==> config.mk <==
export PLATFORM = sky130hd
export DESIGN_NAME = pc_sequencer_flat
export DESIGN_NICKNAME = d
export VERILOG_FILES = /design/src/rtl/pc_pkg.sv /design/src/rtl/pc_sequencer_if.sv /design/src/rtl/pc_target_mux.sv /design/src/rtl/pc_sequencer.sv /design/src/flat_wrapper.sv
export SDC_FILE = /design/constraint.sdc
export NUM_CORES = 1
export LEC_CHECK = 0
export ABC_AREA = 1
export CAP_MARGIN = 30
export CORE_MARGIN = 1.5
export CORE_UTILIZATION = 30
export CTS_CLUSTER_SIZE = 30
export DETAILED_ROUTE_END_ITERATION = 8
export PLACE_DENSITY = 0.55
export SLEW_MARGIN = 20
export SYNTH_ARGS = -nofsm -noshare
export SYNTH_HDL_FRONTEND = slang
export SYNTH_SLANG_ARGS = --single-unit
==> constraint.sdc <==
create_clock -name Clk -period 2.5 [get_ports Clk]
set_input_delay 0.5 -clock Clk [delete_from_list [all_inputs] [get_ports Clk]]
set_output_delay 0.5 -clock Clk [all_outputs]
set_load 0.02 [all_outputs]
==> src/rtl/pc_pkg.sv <==
// Shared definitions for the next-PC sequencer: FSM encoding, PC increment and default vectors.
package pc_pkg;

  typedef enum logic [1:0] {
    ST_RESET = 2'b00,
    ST_RUN   = 2'b01,
    ST_HALT  = 2'b10
  } pc_state_t;

  localparam logic [31:0] PC_INC             = 32'd4;
  localparam logic [31:0] RESET_PC_DEFAULT   = 32'h0000_0000;
  localparam logic [31:0] EXC_VECTOR_DEFAULT = 32'h0000_0080;

  function automatic logic misaligned(input logic [1:0] lsb);
    return lsb != 2'b00;
  endfunction

endpackage

==> src/rtl/pc_sequencer_if.sv <==
// Datapath-side bus of the next-PC sequencer; AddrErr exists only with PC_ALIGN_CHECK_EN.
interface pc_sequencer_if;
  logic [31:0] PCResult;
  logic [31:0] Address;
  logic        Stall;
  logic        IMemReady;
  logic        BranchTaken;
  logic [31:0] BranchTarget;
  logic        Jump;
  logic [25:0] JumpIndex;
  logic        JumpReg;
  logic [31:0] JumpRegTarget;
  logic        Halt;
  logic        Resume;
  logic        Flush;
  logic        Halted;
`ifdef PC_ALIGN_CHECK_EN
  logic        AddrErr;

  modport master (
    output PCResult, Stall, IMemReady, BranchTaken, BranchTarget, Jump, JumpIndex,
           JumpReg, JumpRegTarget, Halt, Resume,
    input  Address, Flush, Halted, AddrErr
  );

  modport slave (
    input  PCResult, Stall, IMemReady, BranchTaken, BranchTarget, Jump, JumpIndex,
           JumpReg, JumpRegTarget, Halt, Resume,
    output Address, Flush, Halted, AddrErr
  );
`else
  modport master (
    output PCResult, Stall, IMemReady, BranchTaken, BranchTarget, Jump, JumpIndex,
           JumpReg, JumpRegTarget, Halt, Resume,
    input  Address, Flush, Halted
  );

  modport slave (
    input  PCResult, Stall, IMemReady, BranchTaken, BranchTarget, Jump, JumpIndex,
           JumpReg, JumpRegTarget, Halt, Resume,
    output Address, Flush, Halted
  );
`endif
endinterface

==> src/rtl/pc_target_mux.sv <==
// Redirect priority select (JumpReg > Jump > BranchTaken) and j/jal target formation.
module pc_target_mux
  import pc_pkg::*;
(
  input  logic [31:0] PCResult,
  input  logic        BranchTaken,
  input  logic [31:0] BranchTarget,
  input  logic        Jump,
  input  logic [25:0] JumpIndex,
  input  logic        JumpReg,
  input  logic [31:0] JumpRegTarget,
  output logic        redir_valid,
  output logic [31:0] redir_target
);

  logic [3:0]  region;
  logic [31:0] jump_target;

  // j/jal stays inside the 256 MB region of the delay-slot address
  assign region      = 4'((PCResult + PC_INC) >> 28);
  assign jump_target = {region, JumpIndex, 2'b00};

  always_comb begin
    redir_valid  = JumpReg | Jump | BranchTaken;
    redir_target = BranchTarget;
    if (JumpReg) begin
      redir_target = JumpRegTarget;
    end else if (Jump) begin
      redir_target = jump_target;
    end
  end

endmodule

==> src/rtl/pc_sequencer.sv <==
// Next-PC controller: reset/run/halt FSM, one-deep pending redirect, Flush pulse.
// Optional misaligned-target trap to EXC_VECTOR with AddrErr when PC_ALIGN_CHECK_EN is defined.
module pc_sequencer
  import pc_pkg::*;
#(
  parameter logic [31:0] RESET_PC   = RESET_PC_DEFAULT
`ifdef PC_ALIGN_CHECK_EN
  ,
  parameter logic [31:0] EXC_VECTOR = EXC_VECTOR_DEFAULT
`endif
) (
  input logic            Clk,
  input logic            Reset,
  pc_sequencer_if.slave  bus
);

  pc_state_t   state_reg, state_next;
  logic        pend_valid_reg, pend_valid_next;
  logic [31:0] pend_target_reg, pend_target_next;
  logic        flush_reg, flush_next;
  logic        halted_reg, halted_next;
  logic        addr_err_next;
  logic [31:0] address;

  logic        redir_valid;
  logic [31:0] redir_target;
  logic        sel_valid;
  logic [31:0] sel_target;
  logic [31:0] apply_target;
  logic        apply_bad;

  pc_target_mux u_target_mux (
    .PCResult      (bus.PCResult),
    .BranchTaken   (bus.BranchTaken),
    .BranchTarget  (bus.BranchTarget),
    .Jump          (bus.Jump),
    .JumpIndex     (bus.JumpIndex),
    .JumpReg       (bus.JumpReg),
    .JumpRegTarget (bus.JumpRegTarget),
    .redir_valid   (redir_valid),
    .redir_target  (redir_target)
  );

  // The oldest redirect wins: a pending target shadows anything arriving later
  assign sel_valid  = pend_valid_reg | redir_valid;
  assign sel_target = pend_valid_reg ? pend_target_reg : redir_target;

`ifdef PC_ALIGN_CHECK_EN
  assign apply_bad    = misaligned(sel_target[1:0]);
  assign apply_target = apply_bad ? EXC_VECTOR : sel_target;
`else
  assign apply_bad    = 1'b0;
  assign apply_target = sel_target;
`endif

  always_comb begin
    state_next       = state_reg;
    pend_valid_next  = pend_valid_reg;
    pend_target_next = pend_target_reg;
    flush_next       = 1'b0;
    addr_err_next    = 1'b0;
    address          = bus.PCResult;

    unique case (state_reg)
      ST_RESET: begin
        address         = RESET_PC;
        pend_valid_next = 1'b0;
        state_next      = ST_RUN;
      end
      ST_RUN: begin
        if (bus.Halt) begin
          state_next      = ST_HALT;
          pend_valid_next = 1'b0;
        end else if (sel_valid && bus.IMemReady) begin
          address         = apply_target;
          flush_next      = 1'b1;
          addr_err_next   = apply_bad;
          pend_valid_next = 1'b0;
        end else if (sel_valid) begin
          if (!pend_valid_reg) begin
            pend_valid_next  = 1'b1;
            pend_target_next = redir_target;
          end
        end else if (!bus.Stall && bus.IMemReady) begin
          address = bus.PCResult + PC_INC;
        end
      end
      ST_HALT: begin
        if (bus.Resume) begin
          state_next = ST_RUN;
          address    = bus.PCResult + PC_INC;
        end
      end
      default: begin
        address         = RESET_PC;
        pend_valid_next = 1'b0;
        state_next      = ST_RESET;
      end
    endcase

    if (!Reset) begin
      state_next      = ST_RESET;
      address         = RESET_PC;
      pend_valid_next = 1'b0;
      flush_next      = 1'b0;
      addr_err_next   = 1'b0;
    end

    halted_next = (state_next == ST_HALT);
  end

  always_ff @(posedge Clk) begin
    if (!Reset) begin
      state_reg       <= ST_RESET;
      pend_valid_reg  <= 1'b0;
      pend_target_reg <= 32'h0;
      flush_reg       <= 1'b0;
      halted_reg      <= 1'b0;
    end else begin
      state_reg       <= state_next;
      pend_valid_reg  <= pend_valid_next;
      pend_target_reg <= pend_target_next;
      flush_reg       <= flush_next;
      halted_reg      <= halted_next;
    end
  end

  assign bus.Address = address;
  assign bus.Flush   = flush_reg;
  assign bus.Halted  = halted_reg;

`ifdef PC_ALIGN_CHECK_EN
  logic addr_err_reg;

  always_ff @(posedge Clk) begin
    if (!Reset) begin
      addr_err_reg <= 1'b0;
    end else begin
      addr_err_reg <= addr_err_next;
    end
  end

  assign bus.AddrErr = addr_err_reg;
`else
  logic unused_addr_err;
  assign unused_addr_err = addr_err_next;
`endif

endmodule

==> src/flat_wrapper.sv <==
// flat-port wrapper written by rule: the top's interface ports become plain ports
module pc_sequencer_flat import pc_pkg::*;
#(
  parameter logic [31:0] RESET_PC   = RESET_PC_DEFAULT

)
  (Clk, Reset, bus_PCResult, bus_Stall, bus_IMemReady, bus_BranchTaken, bus_BranchTarget, bus_Jump, bus_JumpIndex, bus_JumpReg, bus_JumpRegTarget, bus_Halt, bus_Resume, bus_Address, bus_Flush, bus_Halted);
  pc_sequencer_if bus_i ();
  input logic Clk;
  input logic Reset;
  input wire logic [$bits(bus_i.PCResult)-1:0] bus_PCResult;
  input wire logic [$bits(bus_i.Stall)-1:0] bus_Stall;
  input wire logic [$bits(bus_i.IMemReady)-1:0] bus_IMemReady;
  input wire logic [$bits(bus_i.BranchTaken)-1:0] bus_BranchTaken;
  input wire logic [$bits(bus_i.BranchTarget)-1:0] bus_BranchTarget;
  input wire logic [$bits(bus_i.Jump)-1:0] bus_Jump;
  input wire logic [$bits(bus_i.JumpIndex)-1:0] bus_JumpIndex;
  input wire logic [$bits(bus_i.JumpReg)-1:0] bus_JumpReg;
  input wire logic [$bits(bus_i.JumpRegTarget)-1:0] bus_JumpRegTarget;
  input wire logic [$bits(bus_i.Halt)-1:0] bus_Halt;
  input wire logic [$bits(bus_i.Resume)-1:0] bus_Resume;
  output wire logic [$bits(bus_i.Address)-1:0] bus_Address;
  output wire logic [$bits(bus_i.Flush)-1:0] bus_Flush;
  output wire logic [$bits(bus_i.Halted)-1:0] bus_Halted;
  assign bus_i.PCResult = bus_PCResult;
  assign bus_i.Stall = bus_Stall;
  assign bus_i.IMemReady = bus_IMemReady;
  assign bus_i.BranchTaken = bus_BranchTaken;
  assign bus_i.BranchTarget = bus_BranchTarget;
  assign bus_i.Jump = bus_Jump;
  assign bus_i.JumpIndex = bus_JumpIndex;
  assign bus_i.JumpReg = bus_JumpReg;
  assign bus_i.JumpRegTarget = bus_JumpRegTarget;
  assign bus_i.Halt = bus_Halt;
  assign bus_i.Resume = bus_Resume;
  assign bus_Address = bus_i.Address;
  assign bus_Flush = bus_i.Flush;
  assign bus_Halted = bus_i.Halted;
  pc_sequencer #(.RESET_PC(RESET_PC)) u_core (.Clk(Clk), .Reset(Reset), .bus(bus_i));
endmodule
* Yosys cells after proc, flatten, opt, wreduce, memory -nomap -nowiden
Index checks and enable logic that the tools add are counted.
Word-level totals: bits in registers 37
Operators by class: equal/unequal tests 4, bitwise operators 8, muxes and demuxes 19, add/subtract/negate cells 1, reduce and logical (&&, ||, !) cells 7
Operator list (number):
- 2-to-1 mux 32 bit | 9
- one-hot mux 32 bit (2 select lines) | 1
- adder 32 x 3 -> 32 bit (second input constant) | 1
- 2-to-1 mux 2 bit | 3
- one-hot mux 2 bit (3 select lines) | 1
- NOT 1 bit | 5
- equality test 2 bit (second input constant) | 2
- 2-to-1 mux 1 bit | 4
- != test 4 x 2 -> 1 bit (second input constant) | 1
- AND reduction 4 bit | 1
- bitwise OR 1 bit | 3
- OR reduction 3 bit | 1
- equality test 2 x 1 -> 1 bit (second input constant) | 1
- logical AND 1 bit | 2
- logical NOT 2 bit | 1
- one-hot mux 1 bit (2 select lines) | 1
- AND reduction 2 bit | 1
- logical NOT 1 bit | 1

* Depth between registers and ports, before layout
depth after elaboration 8, mapped depth 13, gate-level depth less buffers 13

* Modules after synthesis
From an unflattened synthesis, not the netlist that was laid out.
Unflattened totals: cell total of the unflattened synthesis 1024, area, all modules 5221.3 µm²
By module, submodules not included:
- pc_sequencer | instances 1, seq. area each 740.7 µm², cells each 807, area an instance 4235.3 µm²
- pc_target_mux | instances 1, seq. area each 0.0 µm², cells each 217, area an instance 985.9 µm²

* Worst setup path after synthesis
No wires, ideal clock.
path kind input to output, from input port bus_PCResult[2], to output port bus_Address[20], data required time 2.000 ns, path buffers 0, arrival time 1.882 ns, stages 11, slack 0.118 ns, cell sequence ha_1 -> nand2_1 -> nor2_2 -> nand2_2 -> nor2_4 -> nand3_1 -> xor2_1 -> nand2_1 -> nand2_1 -> nand2_1 -> a21oi_1
Between the ends: word-level cells in the longest chain between the ends 7, elaborated cells on any way between the ends 8, those cells by class add/sub: 1; mux: 7
RTL lines:
- from (decl) | RTL line flat_wrapper.sv:11 | input wire logic [$bits(bus_i.PCResult)-1:0] bus_PCResult;
- adder 32 x 3 -> 32 bit (*) | RTL line pc_sequencer.sv:85, pc_sequencer.sv:91
- 2-to-1 mux 32 bit | RTL line pc_sequencer.sv:84 | end else if (!bus.Stall && bus.IMemReady) begin
- 2-to-1 mux 32 bit | RTL line pc_sequencer.sv:79 | end else if (sel_valid) begin
- 2-to-1 mux 32 bit | RTL line pc_sequencer.sv:74 | end else if (sel_valid && bus.IMemReady) begin
- 2-to-1 mux 32 bit | RTL line pc_sequencer.sv:71 | if (bus.Halt) begin
- one-hot mux 32 bit (2 select lines) (*) | RTL line pc_sequencer.sv:64 | unique case (state_reg)
- 2-to-1 mux 32 bit (*) | RTL line pc_sequencer.sv:101 | if (!Reset) begin
- to (decl) | RTL line flat_wrapper.sv:22 | output wire logic [$bits(bus_i.Address)-1:0] bus_Address;
Mark *: on every way between the ends. The rest lies on a longest branch, timed or not.

* Worst setup path after layout
from input port bus_JumpReg, to output port bus_Address[22]
Between the ends: word-level cells in the longest chain between the ends 8, elaborated cells on any way between the ends 11, those cells by class mux: 7; bitwise: 3; reduce/logical: 1
RTL lines:
- from (decl) | RTL line flat_wrapper.sv:18 | input wire logic [$bits(bus_i.JumpReg)-1:0] bus_JumpReg;
- bitwise OR 1 bit (2 in a row) | RTL line pc_target_mux.sv:24 | redir_valid = JumpReg | Jump | BranchTaken;
- bitwise OR 1 bit | RTL line pc_sequencer.sv:45 | assign sel_valid = pend_valid_reg | redir_valid;
- 2-to-1 mux 32 bit or logical AND 1 bit (tied branches) | RTL line pc_sequencer.sv:79, pc_sequencer.sv:74
- 2-to-1 mux 32 bit (*) | RTL line pc_sequencer.sv:74
- 2-to-1 mux 32 bit (*) | RTL line pc_sequencer.sv:71
- one-hot mux 32 bit (2 select lines) (*) | RTL line pc_sequencer.sv:64
- 2-to-1 mux 32 bit (*) | RTL line pc_sequencer.sv:101
Marks and branches as above.

==> flow_metrics.tcl <==
set metrics [dict create \
    status "complete, but fails checks" \
    violations "negative setup slack" \
    drc 0 \
    startpoint_type "input pin" \
    die_h_um 128 \
    wl_per_cell_um 15.2 \
    cts_made_buffers 5 \
    grt_max_degree 56 \
    setup_tns_ns -0.0592 \
    htreeDepth 2 \
    worst_ep_required_time_ns 2.00 \
    cts_sinks 37 \
    grt_usage_pct 24.9 \
    netlist_top_cells_area "dfxtp_1 (16%), a21oi_1 (11%), nand2_1 (11%)" \
    start_util_pct 30.8 \
    std_cell_rows 45 \
    drtAntennaViolNets 0 \
    largest_reg_flops 32 \
    dp_hpwl_um 15900 \
    grt_pass1_vias 6198 \
    clk_pin_slew_worst_paths_ns 0.06 \
    finalCriticalPeriod_ns 2.54 \
    syn_area_per_cell_um2 5.56 \
    wl_um 20700 \
    r2r_setup_slack_ns 0.58 \
    rsz0062_at_grt "yes" \
    yosys.area.top_type "dfxtp_1" \
    finalNetCount 1284 \
    yosysTopAreaCellShare_pct 15.7 \
    layout_setup_ws_ns -0.0381 \
    dieArea_mm2 0.0165 \
    utilization_pct 57.5 \
    reg2reg_depth 9 \
    leakagePower_nw 3.84 \
    globalRouteOverflowTotal 0 \
    clock_tree.root_cell "clkbuf_16" \
    setup_viol 3 \
    cp-end-kind "output port" \
    finClkSkew_ns 0.00671 \
    antenna_cells 0 \
    path_class "input pin to output port" \
    min_from "u_core.pend_target_reg[29]" \
    design.core.area_mm2 0.0153 \
    firstDrtPassIters 5 \
    hold_end "u_core.pend_target_reg[29]" \
    drive_above_1_share_pct 36.9 \
    ioPinCount 165 \
    hold_class "register to register" \
    cts_tree "done" \
    min_path_cells 2 \
    synth_cells 847 \
    period_share_pct 102 \
    path_max_fanout 6 \
    dieWidth_um 128 \
    cts_hold_buf 0 \
    fmax_mhz 394 \
    hold_violations 0 \
    slew_viol_final 0 \
    ys_ff_latch 37 \
    synth_fp_nets 983 \
    ys_seq_area_share_pct 15.7 \
    clk_latency_ns 0.29 \
    port_buffers 164 \
    rr_endpoint "u_core.pend_target_reg[31]" \
    maxCapViolCount 0 \
    ir_worst_vdd_v 0.000256 \
    fin_hold_ws_ns 0.537 \
    grt_first_pass_wirelength_um 32400 \
    vias 6804 \
    gp_congestion 0.889 \
    synth_area_mm2 0.00471 \
    area_growth_pct 86.4 \
    yosys_warnings 0 \
    r2r_start "u_core.state_reg[0]" \
    clk_path_buf_depth 2 \
    drt_iter0_drc 429 \
    slew_headroom_pct 65.1 \
    antenna_found_initial 0 \
    synthDistinctLibCells 40 \
    worstMarginPinSlew_ns 0.523 \
    cellPowerDensity_mw_per_mm2 308 \
    cp.arrival_ns 2.04 \
    routed_via_density 5.00 \
]
[cells by family after synthesis]
group	Yosys count	share of synthesized area (%)
AOI/OAI and AO/OA	280	33.9
xor gates and xnor gates	10	1.86
adders and majority gates	5	1.33
buffers and inverters	182	15.9
DFF	37	15.7
and+or+nand+nor	333	31.3
[worst max-delay path by stage]
stage / from / to / slack [ns] / depth (start not counted)
floorplan: bus_PCResult[2] / bus_Address[20] / 0.12 / 11
global placement: bus_PCResult[2] / bus_Address[28] / -0.99 / 15
detailed placement: bus_PCResult[3] / bus_Address[28] / -1.02 / 15
CTS: bus_JumpReg / bus_Address[18] / -0.03 / 14
global route: bus_JumpReg / bus_Address[6] / -0.09 / 14
finish: bus_JumpReg / bus_Address[22] / -0.04 / 12
[critical path, cell delays in order]
cell and delay, ns:
buf_6 0.10, buf_6 0.12, nor2_8 0.16, nand2_8 0.10, nor2_8 0.14, buf_12 0.15
buf_8 0.13, nand3_2 0.07, o211ai_1 0.08, a21oi_1 0.09, nor2_1 0.21, buf_4 0.19
[cell type report]
cell class	count	area [µm²]
timing repair buffer	338	3050
sequential	37	746
clock buffer	6	129
multi-input combinational	628	3980
tap	211	264
inverter	138	562
fill	1509	6480
clock inverter	2	38.8
[synth_stat cells]
master,n
nor3_1,1
inv_4,2
nand2_2,2
buf_2,13
nand4_1,2
nor2_4,2
a21oi_1,106
a31oi_1,4
or2_2,6
o21ai_0,93
or2_4,1
o221ai_1,26
clkinv_1,3
o22ai_1,9
o211ai_1,16
nor3b_1,1
nand2_4,1
o21ai_1,14
clkbuf_1,21
a22oi_1,5
nand2_1,137
or2_1,1
nand2_8,1
a221oi_1,4
nor2_1,114
xor2_1,10
ha_1,5
dfxtp_1,37
a21oi_2,3
buf_4,3
nor2_2,3
inv_1,126
clkinv_2,1
buf_1,2
nor2_8,4
clkbuf_2,1
nand3_1,54
inv_2,6
or2_0,3
buf_6,4
[layer usage]
| layer | track usage [%] | part of all wire [%] |
|---|---|---|
| met2 | 40.3 | 46 |
| met5 | 0 | 0 |
| met4 | 5.35 | 1.7 |
| met3 | 3.76 | 5.1 |
| met1 | 34.9 | 47 |
[through the flow]
stage	total power [mW]	cell area [µm²]	worst slack (ns)	instances
finish	2.70	8770	-0.0381	1360
global route	2.86	8770	-0.0931	1360
CTS	2.62	8320	-0.0305	1356
detailed placement	1.81	7620	-1.02	1331
global placement	1.81	7620	-0.986	1331
floorplan	1.18	4710	0.118	847
[power breakdown]
| part | switching [mW] | internal [mW] |
|---|---|---|
| clock network | 0.265 | 0.473 |
| logic | 0.696 | 0.634 |
| registers | 0.0121 | 0.623 |
[placed cells by master, fill, tap and decap left out, types with 15 or more instances in the layout]
master,synthesis,layout
buf_6,4,29
nor2_4,2,27
nor2_1,114,79
nand3_1,54,36
o21ai_0,93,50
o21ai_1,14,47
nand3_2,0,15
inv_1,126,120
dfxtp_1,37,35
o211ai_1,16,16
clkdlybuf4s50_1,0,94
nand2_1,137,97
a21oi_1,106,87
nand2_2,2,29
a21oi_2,3,22
o221ai_1,26,16
buf_2,13,17
buf_4,3,159
[repair_timing]
| action | in CTS | in global routing |
|---|---|---|
| pin swaps | 65 | 89 |
| setup buffers | 16 | 4 |
| gates cloned | 1 | 1 |
| setup endpoints to repair | 32 | 32 |
| resized for setup | 401 | 189 |
(Power assumes the default switching activity.)
==> variant (same settings) <==
The 3 states of `pc_state_t` get a one-hot encoding in 3 bits.
--- a/src/rtl/pc_pkg.sv
+++ b/src/rtl/pc_pkg.sv
@@ -2,8 +2,8 @@
 package pc_pkg;
 
-  typedef enum logic [1:0] {
-    ST_RESET = 2'b00,
-    ST_RUN   = 2'b01,
-    ST_HALT  = 2'b10
+  typedef enum logic [2:0] {
+    ST_RESET = 3'b001,
+    ST_RUN   = 3'b010,
+    ST_HALT  = 3'b100
   } pc_state_t;
 
Formal check against the unedited RTL: no difference found for any inputs over 4 cycles, from zero or initial values and one cycle with Reset low; so few cycles prove little.
==> variant against the original RTL <==
The flow still finishes with violations (setup timing); critical path depth is 1 higher; worst setup slack got worse by 0.022 ns; sequential power hardly changed; power shrank 14%; area after synthesis is 2.6% lower; first-iteration DRC count is 1.4% lower; final cell count is 1.8% lower; cell area fell by 0.44%; routed wire length up 1.3%; sequential cell count is 1 higher; via count barely moved; combinational power fell by 20%; largest cell class unchanged; largest power group unchanged.
==> variant: results <==
group,metric,value,unit
drt,firstDrtPassIters,5,
layout,final_common_cell,"buf_4",
worst_setup_path,worstPathArrival,2.06,ns
sta,skew,0.00559,ns
global_route,grt_max_degree,34,
yosys,ys_types,36,
sta,fin_ws,-0.0597,ns
yosys,synthAdderAreaFrac,0.273,%
layout,antenna_cells,0,
yosys,syn_avg_cell_area,5.64,um^2
yosys,ys_seq_area_share,16.6,%
status,violations,"setup timing",
yosys,ys.warnings.count,0,
placement,numPortBuffers,164,
worst_setup_path,path_max_fanout,4,
yosys,synth_area_leaders,"dfxtp_1, nand2_1, a21oi_1",
power,p_leak,3.72,nW
worst_setup_path,reg2regPathDepth,9,
drt,dr_total_vias,6810,
clocking,clk_pin_slew_worst_paths,0.06,ns
yosys,muxShareOfSynthArea,0,%
layout,nets,1278,
layout,n_fill_cell,1499,
yosys,synthArstFlopShare,0,%
worst_hold_path,hold_depth,2,
yosys,ys_top_cells_by_count,"nand2_1, nor2_1, a21oi_1, inv_1, o21ai_0",
clocking,clk_latency,0.29,ns
clocking,htree_num_levels,2,
global_route,grt_pass1_wl,32600,um
layout,largest_reg_flops,32,
drt,routed_wl,21000,um
power,vdd_ir_drop_max,0.000245,V
placement,gp_congestion,0.918,
placement,hpwl,16200,um
sta,slew_headroom,73.0,%
yosys,synth_xor_xnor_area_share,2.10,%
die,row_count,45,
yosys,synth-compound-area-share,30.6,%
yosys,yosys_most_used_dff,"dfxtp_1",
clocking,cts_made_buffers,5,
global_route,grt_pass1_vias,6464,
clocking,clockRootBuffer,"clkbuf_16",
drt,detail_route.wl_per_cell,15.7,um
sta,finalSetupViolCount,2,
clocking,clockBufferDepth,2,
drt,first_iter_violations,423,
yosys,synth_nets,946,
placement,place_area,7720,um^2
global_route,antenna_found_initial,0,
layout,drive_above_1_share,39.8,%
worst_hold_path,hold_path_class,"flop to flop",
global_route,grt_use_total,25.6,%
status,status,"finished, violations left",
[variant: repair_timing]
| item | 4_1_cts | 5_1_grt |
|---|---|---|
| setup buffers | 13 | 13 |
| setup endpoints to repair | 32 | 31 |
| cloned | 1 | 1 |
| gates resized for setup | 351 | 160 |
| pin swaps | 51 | 62 |
[variant: path summary, 6_finish.rpt]
check / from / end / slack [ns]
setup / recovery: bus_PCResult[2] / bus_Address[20] / -0.06
hold / removal: u_core.pend_target_reg[0] / u_core.pend_target_reg[0] / 0.46
setup reg to reg: u_core.state_reg[1] / u_core.pend_target_reg[24] / 0.86
hold reg to reg: u_core.pend_target_reg[0] / u_core.pend_target_reg[0] / 0.46
[variant: cell families (layout without fill, tap and decap cells)]
| group | after synthesis | after routing |
|---|---|---|
| AND/OR/NAND/NOR | 389 | 389 |
| AO/OA/AOI/OAI | 236 | 236 |
| buffers and inverters | 139 | 472 |
| flip-flops | 38 | 38 |
| XOR/XNOR | 11 | 11 |
| adder cells (fa/ha/maj) | 1 | 1 |
[variant: area by class of cell]
type | instances | area (um^2) | area share, %
Multi-Input combinational cell | 637 | 3930 | 45.0
Timing Repair Buffer | 369 | 3290 | 37.6
Sequential cell | 38 | 762 | 8.72
Inverter | 94 | 373 | 4.27
Tap cell | 188 | 235 | 2.69
Clock buffer | 6 | 129 | 1.48
Clock inverter | 2 | 13.8 | 0.158
Timing Repair inverter | 1 | 7.51 | 0.0859
[variant: metrics by stage]
stage	setup WS, ns	utilization [%]	hold slack (ns)	total power, mW	setup TNS [ns]
final	-0.0597	57.9	0.462	2.34	-0.0905
after CTS	-0.0363	54.4	0.461	2.27	-0.0419
after global routing	-0.121	57.9	0.508	2.47	-0.875
after global placement	-1.05	51.1	0.444	1.61	-27.61
after detailed placement	-0.973	51.1	0.446	1.61	-27.73
after floorplan	0.132	-	0.430	1.03	0
[variant: where the power goes]
part | switching (mW) | internal (mW)
clock network | 0.255 | 0.370
registers | 0.0104 | 0.627
logic | 0.532 | 0.543
[variant: routing by layer]
layer  vias up  wire length [um]  track usage, %
met5         -                 0               0
met4         0               603            8.22
met3        37              1020            3.04
met2       202             10200            44.2
met1      3136              9200            33.2
li1       3435                 -               -
[variant: worst max-delay path, cell delays in order]
cell	delay [ns]
buf_8	0.08
ha_4	0.15
nand2_4	0.06
nor2_4	0.11
nand2_4	0.08
nor2_4	0.21
nand3_2	0.14
xor2_1	0.23
nand2_1	0.08
nand2_1	0.06
nand3_1	0.06
a21oi_1	0.14
buf_4	0.15
